`src/rtl/npu_pkg.sv`:
```
// npu_pkg: shared types, sizes and helpers for the NPU post-processing stages
package npu_pkg;

    typedef enum logic {IDLE, STREAM} pr_state_t;

    localparam int CONV_N = 30;
    localparam int CONV_W = 18;
    localparam int ACT_W  = 8;

    // Clamp a non-negative value to the largest positive value of a w-bit signed word
    function automatic int sat_u(input int v, input int w);
        int lim;
        lim = (1 << (w - 1)) - 1;
        return (v > lim) ? lim : v;
    endfunction

endpackage

```
`src/rtl/requant_sat.sv`:
```
// requant_sat: pair max-pool, ReLU, arithmetic right-shift and int8 saturation
module requant_sat
    import npu_pkg::*;
#(
    parameter int IN_W  = CONV_W,
    parameter int OUT_W = ACT_W,
    parameter int SHIFT = 4
) (
    input  logic signed [IN_W-1:0]  a,
    input  logic signed [IN_W-1:0]  b,
    output logic signed [OUT_W-1:0] y
);

    logic signed [IN_W-1:0] p;
    logic signed [IN_W-1:0] r;
    logic signed [IN_W-1:0] q;

    // Pool the pair, clip negatives, then shift the non-negative result and clamp it
    always_comb begin
        p = (a > b) ? a : b;
        r = p[IN_W-1] ? '0 : p;
        q = r >>> SHIFT;
        y = OUT_W'(sat_u(int'(q), OUT_W));
    end

endmodule

```
`src/rtl/pool_requant_unit.sv`:
```
// pool_requant_unit: captures a conv row, streams 2:1 max-pooled requantised int8 beats
module pool_requant_unit
    import npu_pkg::*;
#(
    parameter int N_IN  = CONV_N,
    parameter int IN_W  = CONV_W,
    parameter int OUT_W = ACT_W,
    parameter int SHIFT = 4
) (
    input  logic                    clk,
    input  logic                    rst_n,
    input  logic                    in_valid,
    input  logic signed [IN_W-1:0]  in_data [0:N_IN-1],
    output logic                    out_valid,
    input  logic                    out_ready,
    output logic signed [OUT_W-1:0] out_data,
    output logic                    out_last,
    output logic                    busy,
    output logic                    row_done,
    output logic                    overrun
);

    localparam int N_OUT = N_IN / 2;
    localparam int KW    = (N_OUT > 1) ? $clog2(N_OUT) : 1;

    pr_state_t              state;
    pr_state_t              state_nx;
    logic [KW-1:0]          k;
    logic signed [IN_W-1:0] row_buf [0:N_IN-1];
    logic signed [OUT_W-1:0] pooled;
    logic                   accept;
    logic                   last;
    logic                   capture;

    assign accept  = out_valid && out_ready;
    assign last    = (k == KW'(N_OUT - 1));
    // A new row is taken when idle, or back-to-back as the final beat of the current row leaves
    assign capture = in_valid && (state == IDLE || (accept && last));

    requant_sat #(
        .IN_W  (IN_W),
        .OUT_W (OUT_W),
        .SHIFT (SHIFT)
    ) u_requant_sat (
        .a (row_buf[{k, 1'b0}]),
        .b (row_buf[{k, 1'b1}]),
        .y (pooled)
    );

    // State register
    always_ff @(posedge clk or negedge rst_n) begin
        if (!rst_n) state <= IDLE;
        else        state <= state_nx;
    end

    // Next state: leave STREAM only when the last beat goes out with no row waiting behind it
    always_comb begin
        state_nx = state;
        if (state == IDLE) state_nx = in_valid ? STREAM : IDLE;
        else               state_nx = (accept && last && !in_valid) ? IDLE : STREAM;
    end

    // Outputs are gated by the streaming state so they read zero when idle
    always_comb begin
        out_valid = (state == STREAM);
        busy      = (state == STREAM);
        out_last  = out_valid && last;
        out_data  = out_valid ? pooled : '0;
    end

    // Row buffer, beat index and status flags
    always_ff @(posedge clk or negedge rst_n) begin
        if (!rst_n) begin
            row_buf  <= '{default: '0};
            k        <= '0;
            row_done <= 1'b0;
            overrun  <= 1'b0;
        end else begin
            if (capture) begin
                row_buf <= in_data;
                k       <= '0;
            end else if (accept) begin
                k <= last ? '0 : k + 1'b1;
            end
            row_done <= accept && last;
            overrun  <= overrun | (in_valid && !capture);
        end
    end

endmodule

```
`config.mk`:
```
export PLATFORM = sky130hd
export DESIGN_NAME = pool_requant_unit
export DESIGN_NICKNAME = d
export VERILOG_FILES = /design/src/rtl/npu_pkg.sv /design/src/rtl/requant_sat.sv /design/src/rtl/pool_requant_unit.sv
export SDC_FILE = /design/constraint.sdc
export NUM_CORES = 1
export LEC_CHECK = 0
export BUFFER_PORTS_ARGS = -buffer_cell sky130_fd_sc_hd__clkbuf_2
export CORE_AREA = 2 2 216 218
export CTS_CLUSTER_DIAMETER = 50
export DETAILED_ROUTE_END_ITERATION = 16
export DIE_AREA = 0 0 218 220
export PLACE_DENSITY = 0.8
export SLEW_MARGIN = 20
export SYNTH_ARGS = -nofsm -noshare
export SYNTH_HDL_FRONTEND = slang
export SYNTH_SLANG_ARGS = --single-unit
```
`constraint.sdc`:
```
create_clock -name clk -period 7.4 [get_ports clk]
set_input_delay 0.74 -clock clk [delete_from_list [all_inputs] [get_ports clk]]
set_output_delay 0.74 -clock clk [all_outputs]
set_load 0.01 [all_outputs]
```
; Word level (Yosys, flattened, before mapping)
; Cells that the tools add are included.
[word_totals]
ff_bits = 547
elab_cells = 70
[op_classes]
addsub = 1
muxes = 16
n_bitwise = 4
n_reduce_logical = 10
n_lt_le_gt_ge = 4
eq_ne = 1
[ops]
columns = operator, n
row1 = $bmux W18 S5, 2
row2 = $mux W18, 5
row3 = $gt A18 B18 Y1, 1
row4 = $mux W17, 1
row5 = $mux W8, 2
row6 = $gt A13 B7 Y1 const B, 1
row7 = $ge A6 B6 Y1 const B, 2
row8 = $mux W4, 3
row9 = $not A5 Y6, 2
row10 = $logic_and A1 B1 Y1, 6
row11 = $add A4 B1 Y4 const B, 1
row12 = $eq A4 B4 Y1 const B, 1
row13 = $mux W1, 3
row14 = $logic_not A1 Y1, 2
row15 = $reduce_bool A2 Y1, 1
row16 = $logic_or A1 B1 Y1, 1
row17 = $not A1 Y1, 1
row18 = $or A1 B1 Y1, 1

; Longest topological paths before layout
; Gate-level depths: netlist (run 1).
[logic_depth]
word_depth = 10
mapped_depth = 18

; Modules after synthesis
; A second synthesis (run 1) with hierarchy kept.
[hier_totals]
hier_cells = 1675
area_unflattened_um2 = 25718.4
[modules_own_cells]
columns = mod, cells_per_inst, area_per_inst_um2, seq_area_each_um2, instances
row1 = pool_requant_unit, 1581, 25015.2, 13688.1, 1
row2 = requant_sat, 94, 703.2, 0.0, 1

; Worst setup path before layout (run 1)
; Ideal clock, no wire load.
[synth_timing]
kind = register -> output
from = register k[0]
to = output out_data[0]
stages_incl_launch_ff = 16
t_arrival_ps = 3779
n_path_buf = 5
required_ps = 6660
setup_slack_ps = 2881
path_cell_list = dfrtp_1 buf_6 buf_6 buf_6 buf_2 buf_2 mux4_2 mux4_2 ha_1 nand4_1 nor2_1 nand4_1 o21a_1 o22ai_1 o211ai_1 o2bb2ai_1
[synth_between]
elab_chain_cells = 10
[synth_rtl]
columns = element, line_no
row1 = from (decl), pool_requant_unit.sv:28  ; logic [KW-1:0] k;
row2 = from (signal assigned), pool_requant_unit.sv:83  ; k <= last ? '0 : k + 1'b1;
row3 = "$not A5 Y6, on equally long branches", "pool_requant_unit.sv:45, pool_requant_unit.sv:46"
row4 = "$bmux W18 S5, on equally long branches", "pool_requant_unit.sv:45, pool_requant_unit.sv:46"
row5 = "$mux W18, on equally long branches (2 in a row)", "pool_requant_unit.sv:45, pool_requant_unit.sv:46"
row6 = $gt A18 B18 Y1, requant_sat.sv:20  ; p = (a > b) ? a : b;
row7 = $mux W18 (*), requant_sat.sv:20
row8 = $mux W17 (*), requant_sat.sv:21  ; r = p[IN_W-1] ? '0 : p;
row9 = $gt A13 B7 Y1, npu_pkg.sv:14  ; return (v > lim) ? lim : v;
row10 = $mux W8 (*), npu_pkg.sv:14
row11 = $mux W8 (*), pool_requant_unit.sv:68  ; out_data = out_valid ? pooled : '0;
row12 = to (decl), pool_requant_unit.sv:16  ; output logic signed [OUT_W-1:0] out_data,
; Every way passes the cells marked *; elsewhere a longest branch is shown, timed or not. The select of a mux whose other input is x is not followed.

; Final worst setup path (run 1)
[layout_timing]
from = register k[1]
to = output out_data[4]
; The elaborated chain is that of the path after synthesis.

==> impl_results.md, run 1 <==
* Worst path max stage delay at 1.06 ns
* Critical path class: reg -> out
* Grt ovf at 0
* Antenna viol nets, final at 0
* Final std cells w/o fill at 2836
* Crit path buffers/inverters at 2
* Dpl cells at 2707
* First-pass GRT wire length at 109000 µm
* Static leakage at 14.3 nW
* Ys Warns at 0
* RR Endpoint: row_buf[288]
* DR vias at 16808
* Post-Synthesis Cell Area at 25200 µm²
* Later-pin clock latency in the skew report at 0.62 ns
* Worst R2R Start: k[0]
* CP dominant cell by count: nand4_1
* WL/cell at 26.2 µm
* Power consumption at 14.0 mW
* CTS tree: built
* Post-synthesis sequential area ratio at 54.3%
* Status: finished, final reports clean
* Core area at 45900 µm²
* DRT iter0 DRCs at 1400
* Total wire length at 74400 µm
* Internal cell power at 9.22 mW
* Max_cap viols at 0
* EDFF count, synth at 0
* Slowest-stage cell, CP: dfrtp_4
* Async S/R FF share, synth at 100%
* Worst-path clk slew at 0.06 ns
* Worst EP arrival at 5.69 ns
* Mux share of post-synthesis cell area at 36.0%
* Synth Area in Compound Gates at 3.80%
* Clock buffer depth at 3
* Critical Path Start: k[1]
* Row count at 79
* I/O Pins at 557
* DRC at 0
* Element type at the critical path end: primary output
* Crit share post-route at 86.9%
* Least-Margin Pin Slew at 1.11 ns
* Commonest cells after routing, fill and taps aside: mux2_2 (556), clkbuf_2 (554), dfrtp_1 (543)
* Synth Area in Adders at 0.893%
* Crit path cell chain: buf_4 > mux4_2 > a22o_1 > a221oi_1 > ha_1 > nand4_1 > nor2_1 > nand4_1 > o21a_1 > o211a_1 > o211ai_1 > o2bb2ai_1 > clkbuf_2
* Port bufs at 555
* Post-CTS sizing at 0
* H-tree depth at 2
* Top FF cell, synth: dfrtp_1
* Gr usage total at 31.1%
* Flops & latches, synth at 547
* Share of cells above drive strength 1 at 61.2%
* Die Ht at 220 µm
* Net Sw Frac at 34.3%
* Fmax at 155 MHz
* Filler Cell Count at 3268
* Die Wd at 218 µm
* Final Slew Violations at 0
* Skew final at 0.0188 ns
* TritonCTS buffer count at 58
* First-pass detailed-route iteration total at 7
* Initial Utilization at 55.0%
* Area after DPL at 28400 µm²
* NumNets Final at 2722
* Hold WS at 0.118 ns
* Combinational Power Share at 39.3%
* Synth Area in XOR/XNOR at 0%
* RePlAce Congestion at 0.911
* Largest family of logic cells by synthesized area: multiplexers
* Clock share of power at 21.7%
* Syn Area/Cell at 15.4 µm²
* Layout overhead on the synthesized area at 20.8%
* Commonest non-fill, non-tap cell in the layout: mux2_2
* Library cells used by synthesis at 52
* Largest net degree at the start of global routing at 177
* Mapped Cells at 1642
* Power per cell area at 461 nW/µm²
* R2R setup slack at 3.06 ns
* Relative slew slack at 26.2%
* Synth Net Count at 2204
* Worst-case reg-to-reg path depth at 6
* Maximum VDD drop at 468 µV
* Critical Path Source Type: register
* Vias in the first global route at 18066
* Crit path time final at 6.43 ns
* Die ar. at 48000 µm²
* Dpl hpwl at 55100 µm
* Initial antenna violation count at 23
* RSZ-0062 raised after global routing: false
* Net Switching at 4.82 mW
* Worst path required time at 6.66 ns
* CP max FO at 56
* Total clock sinks at 547
* Vias/cell at 5.93
* Sequential group share of total power at 39.0%
* Setup TNS at 0 ns
* Post-CTS Setup Inserts at 0
* Post-Synth Simple-Gate Area at 2.35%
* Setup violators final at 0
* Clk root buf: clkbuf_16
* Post-route design area at 30500 µm²
* Top delay family on crit path: compound AO/OA/AOI/OAI gates
* Final hold violation count at 0
* Post-CTS Hold Fix Bufs at 0
* Min-delay worst type: in -> async
-- metrics by stage --
step	utilization [%]	setup WS, ns
2_1_floorplan	-	2.88
3_3_place_gp	61.9	1.76
5_1_grt	66.4	0.701
6_report	66.4	0.969
3_5_place_dp	61.9	1.67
4_1_cts	66.3	0.997
-- worst register-to-register path, cell delays in order (launching register included) --
cell     delay (ns)
dfrtp_4        0.98
inv_1          0.72
nand3_1        0.34
o21ai_1        0.18
nand2_4        0.74
buf_4          0.79
mux2_2         0.48
-- state kept, by name (all words and copies together) (netlist names) --
signal	flops
row_done	1
k	4
row_buf	540
overrun	1
busy	1
-- layer usage --
metal,up-vias,global-route usage [%],wire [µm]
met3,195,7.55,5550
met2,740,51.8,37000
met4,6,14.9,3470
li1,7209,-,-
met5,-,0,41
met1,8658,38.2,28300
-- cells by family (layout without fill, tap and decap cells) --
kind of cell | count (synthesis) | count (layout)
DFF | 547 | 547
muxes | 695 | 695
buffers and inverters | 130 | 697
and+or+nand+nor | 120 | 120
adders and majority gates | 18 | 18
AOI/OAI and AO/OA | 131 | 131
other | 1 | 21
-- Yosys cell counts (8+ instances only) --
library cell	instances	area (µm²)
inv_1	13	48.8
o211ai_1	11	82.6
buf_6	9	101
clkbuf_1	25	93.8
a221o_1	14	140
mux4_2	112	2520
a22o_1	12	105
ha_1	18	225
nor2b_1	8	50.1
nor2_1	31	116
mux2i_1	26	260
a21oi_1	10	50.1
mux2_2	556	6260
a221oi_1	13	114
dfrtp_1	547	13700
o21ai_0	33	165
nand2_1	50	188
buf_2	72	360
o2bb2ai_1	8	70.1
-- cell type report --
class	instances	area [µm²]	share of cell area [%]
flip-flops and latches	547	13700	45.0
diodes	20	50.0	0.164
multi-input cells	965	10900	35.7
inverters	14	52.6	0.172
repair buffers	574	3010	9.86
well taps	607	759	2.49
clock inverters	21	304	0.998
clock buffers	88	1730	5.66
-- how the worst max path moves through the flow --
| stage | end | slack (ns) | cells past startpoint |
|---|---|---|---|
| floorplan | out_data[0] | 2.88 | 15 |
| global placement | out_data[3] | 1.76 | 14 |
| detailed placement | out_data[4] | 1.67 | 14 |
| CTS | out_data[4] | 1.0 | 14 |
| global route | out_data[4] | 0.70 | 13 |
| finish | out_data[4] | 0.97 | 13 |
-- power by group through the flow --
stage | clock, mW | sequential (mW) | combinational, mW
after floorplan | 0 | 4.91 | 4.12
after global placement | 0 | 5.39 | 5.34
after detailed placement | 0 | 5.49 | 5.51
after CTS | 3.10 | 5.45 | 5.55
after global routing | 3.22 | 5.62 | 5.92
final | 3.05 | 5.47 | 5.52
Note: power is estimated with default switching activity, not from simulation.
==> inputs of run 2 (changes only) <==
- CORE_AREA: 2 2 216 218 -> default
- CORE_MARGIN: default -> 1
- CORE_UTILIZATION: default -> 25
- DIE_AREA: 0 0 218 220 -> default
- HOLD_SLACK_MARGIN: default -> 0.12
- PLACE_DENSITY: 0.8 -> 0.42
==> run 2 against run 1 <==
Largest power group unchanged. Global-route usage shrank 13 points. Clock-buffer cell count increased by 28. Critical path type unchanged. Highest routed layer unchanged. Maximum frequency is 2.4% lower. Clock power up 49%. Clock skew grew 0.014 ns. Cell count up 27%. Flip-flop and latch count is the same.
==> impl_results.md, run 2 (same netlist as run 1, synthesis figures left out) <==
* Share of cells above drive strength 1 at 62.6%
* Gr usage total at 17.9%
* RePlAce Congestion at 0.797
* Critical path class: reg -> out
* Hold path depth at 2
* Pre-CTS setup slack at 1.41 ns
* Post-CTS Hold Fix Bufs at 1
* Commonest non-fill, non-tap cell in the layout: mux2_2
* Final hold violation count at 0
* Multi-input logic area at 10900 µm²
* Row count at 116
* TritonCTS buffer count at 94
* DRC at 0
* Initial Utilization at 25.2%
* Final Slew Violations at 0
* Element type at the critical path end: primary output
* Fmax at 152 MHz
* Max_cap viols at 0
* Power per cell area at 482 nW/µm²
* NumNets Final at 2760
* WL/cell at 25.3 µm
* First-pass detailed-route iteration total at 5
* Skew final at 0.0324 ns
* Combinational Power Share at 36.6%
* Post-CTS Setup Inserts at 0
* Clock buffer depth at 3
* Final std cells w/o fill at 3592
* Crit share post-route at 89.0%
* Net Sw Frac at 34.5%
* First-pass GRT wire length at 131000 µm
* Worst path max stage delay at 0.85 ns
* Die Ht at 320 µm
* Post-CTS sizing at 0
* DRT iter0 DRCs at 873
* R2R setup slack at 2.95 ns
* Crit path time final at 6.59 ns
* Sequential group share of total power at 34.6%
* CTS tree: built
* Worst-case reg-to-reg path depth at 8
* Antenna viol nets, final at 0
* Initial antenna violation count at 44
* Largest Register: row_buf
* Slowest-stage cell, CP: dfrtp_4
* End of the critical path: out_data[5]
* Power consumption at 15.7 mW
* Worst EP arrival at 5.85 ns
* Grt ovf at 0
* Largest net degree at the start of global routing at 192
* CP max FO at 47
* RR Endpoint: row_buf[276]
* Die Wd at 320 µm
* Min-delay worst type: in -> reg
* Clock share of power at 28.8%
* Core area at 100000 µm²
* CP dominant cell by count: nand4_1
* Register Area at 13700 µm²
* Dpl hpwl at 67000 µm
* Crit path cell chain: buf_12 > buf_4 > mux4_2 > a22oi_1 > o21ai_0 > ha_1 > nand4_1 > nor2_1 > nand4_1 > o21a_1 > o211a_1 > o211ai_1 > o2bb2ai_1 > clkbuf_2
* RSZ-0062 raised after global routing: false
* Total wire length at 90900 µm
* I/O Pins at 557
* Die ar. at 102000 µm²
* Max FFs per register at 540
* Critical Path Source Type: register
* Fin util at 32.6%
* Vias in the first global route at 18619
* Clk root buf: clkbuf_16
* Setup TNS at 0 ns
* Dpl cells at 3398
* Commonest cells after routing, fill and taps aside: mux2_2 (556), clkbuf_2 (554), dfrtp_1 (543)
* Worst-path clk slew at 0.05 ns
* Static leakage at 14.9 nW
* Least-Margin Pin Slew at 1.14 ns
* Layout overhead on the synthesized area at 29.5%
* Later-pin clock latency in the skew report at 0.66 ns
* H-tree depth at 3
* Final worst slack at 0.811 ns
* Critical Path Start: k[0]
* Worst R2R Start: k[0]
* DR vias at 16550
* Total clock sinks at 547
* Setup violators final at 0
* Filler Cell Count at 9913
* Relative slew slack at 23.7%
* Vias/cell at 4.61
* Net Switching at 5.43 mW
* Port bufs at 555
* Status: finished, final reports clean
* Internal cell power at 10.3 mW
* Worst path required time at 6.66 ns
* Maximum VDD drop at 223 µV
* Largest regs: row_buf (540), k (4)
## run 2: cell count changes in the layout (fill, tap and decap cells not counted), sizes merged, moves of 4 or more
cell	change
bufinv	+4
clkbuf	+29
inv	+13
clkinvlp	+4
diode	-5
clkinv	+19
## run 2: power by group through the flow
stage          sequential (mW)  clock, mW  combinational [mW]
6_report                  5.44       4.53                5.76
5_1_grt                   5.64       4.80                6.29
4_1_cts                   5.46       4.67                5.92
3_5_place_dp              5.51          0                5.89
3_3_place_gp              5.49          0                5.82
2_1_floorplan             4.91          0                4.12
## run 2: worst max-delay path: cells and delay by family (launching register included)
family,cells,cell delay (ns)
buf+inv,3,0.87
compound gates,6,1.92
simple gates,3,0.46
flops,1,0.85
fa+ha+maj,1,0.35
mux,1,0.55
## run 2: area by class of cell
cell class	instances	share of cell area, %
Antenna cell	15	0.115
Tap cell	1298	4.98
Clock buffer	116	7.96
Multi-Input combinational cell	965	33.3
Timing Repair Buffer	576	9.35
Inverter	14	0.161
Clock inverter	61	2.14
Sequential cell	547	42.0
## run 2: worst min-delay path by stage
| stage | slack (ns) | end | from |
|---|---|---|---|
| after global routing | 0.26 | row_buf[26] | in_data[26] |
| after global placement | 0.47 | overrun | overrun |
| after detailed placement | 0.49 | row_buf[232] | row_buf[232] |
| final | 0.31 | row_buf[269] | in_data[269] |
| after CTS | 0.23 | row_buf[143] | in_data[143] |
| after floorplan | 0.44 | busy | rst_n |
## run 2: routing by layer
| metal | up-vias | GRT usage (%) | share of wire, % |
|---|---|---|---|
| met5 | - | 0 | 0.35 |
| met4 | 48 | 5.41 | 2.4 |
| met3 | 186 | 6.15 | 7.0 |
| met2 | 486 | 30.7 | 50 |
| met1 | 8506 | 20.8 | 40 |
| li1 | 7324 | - | - |
## run 2: metrics by stage
| step | cell area (µm²) | hold slack (ns) |
|---|---|---|
| floorplan | 25200 | 0.444 |
| global placement | 29300 | 0.471 |
| detailed placement | 29300 | 0.486 |
| CTS | 32600 | 0.233 |
| global route | 32600 | 0.260 |
| finish | 32600 | 0.306 |
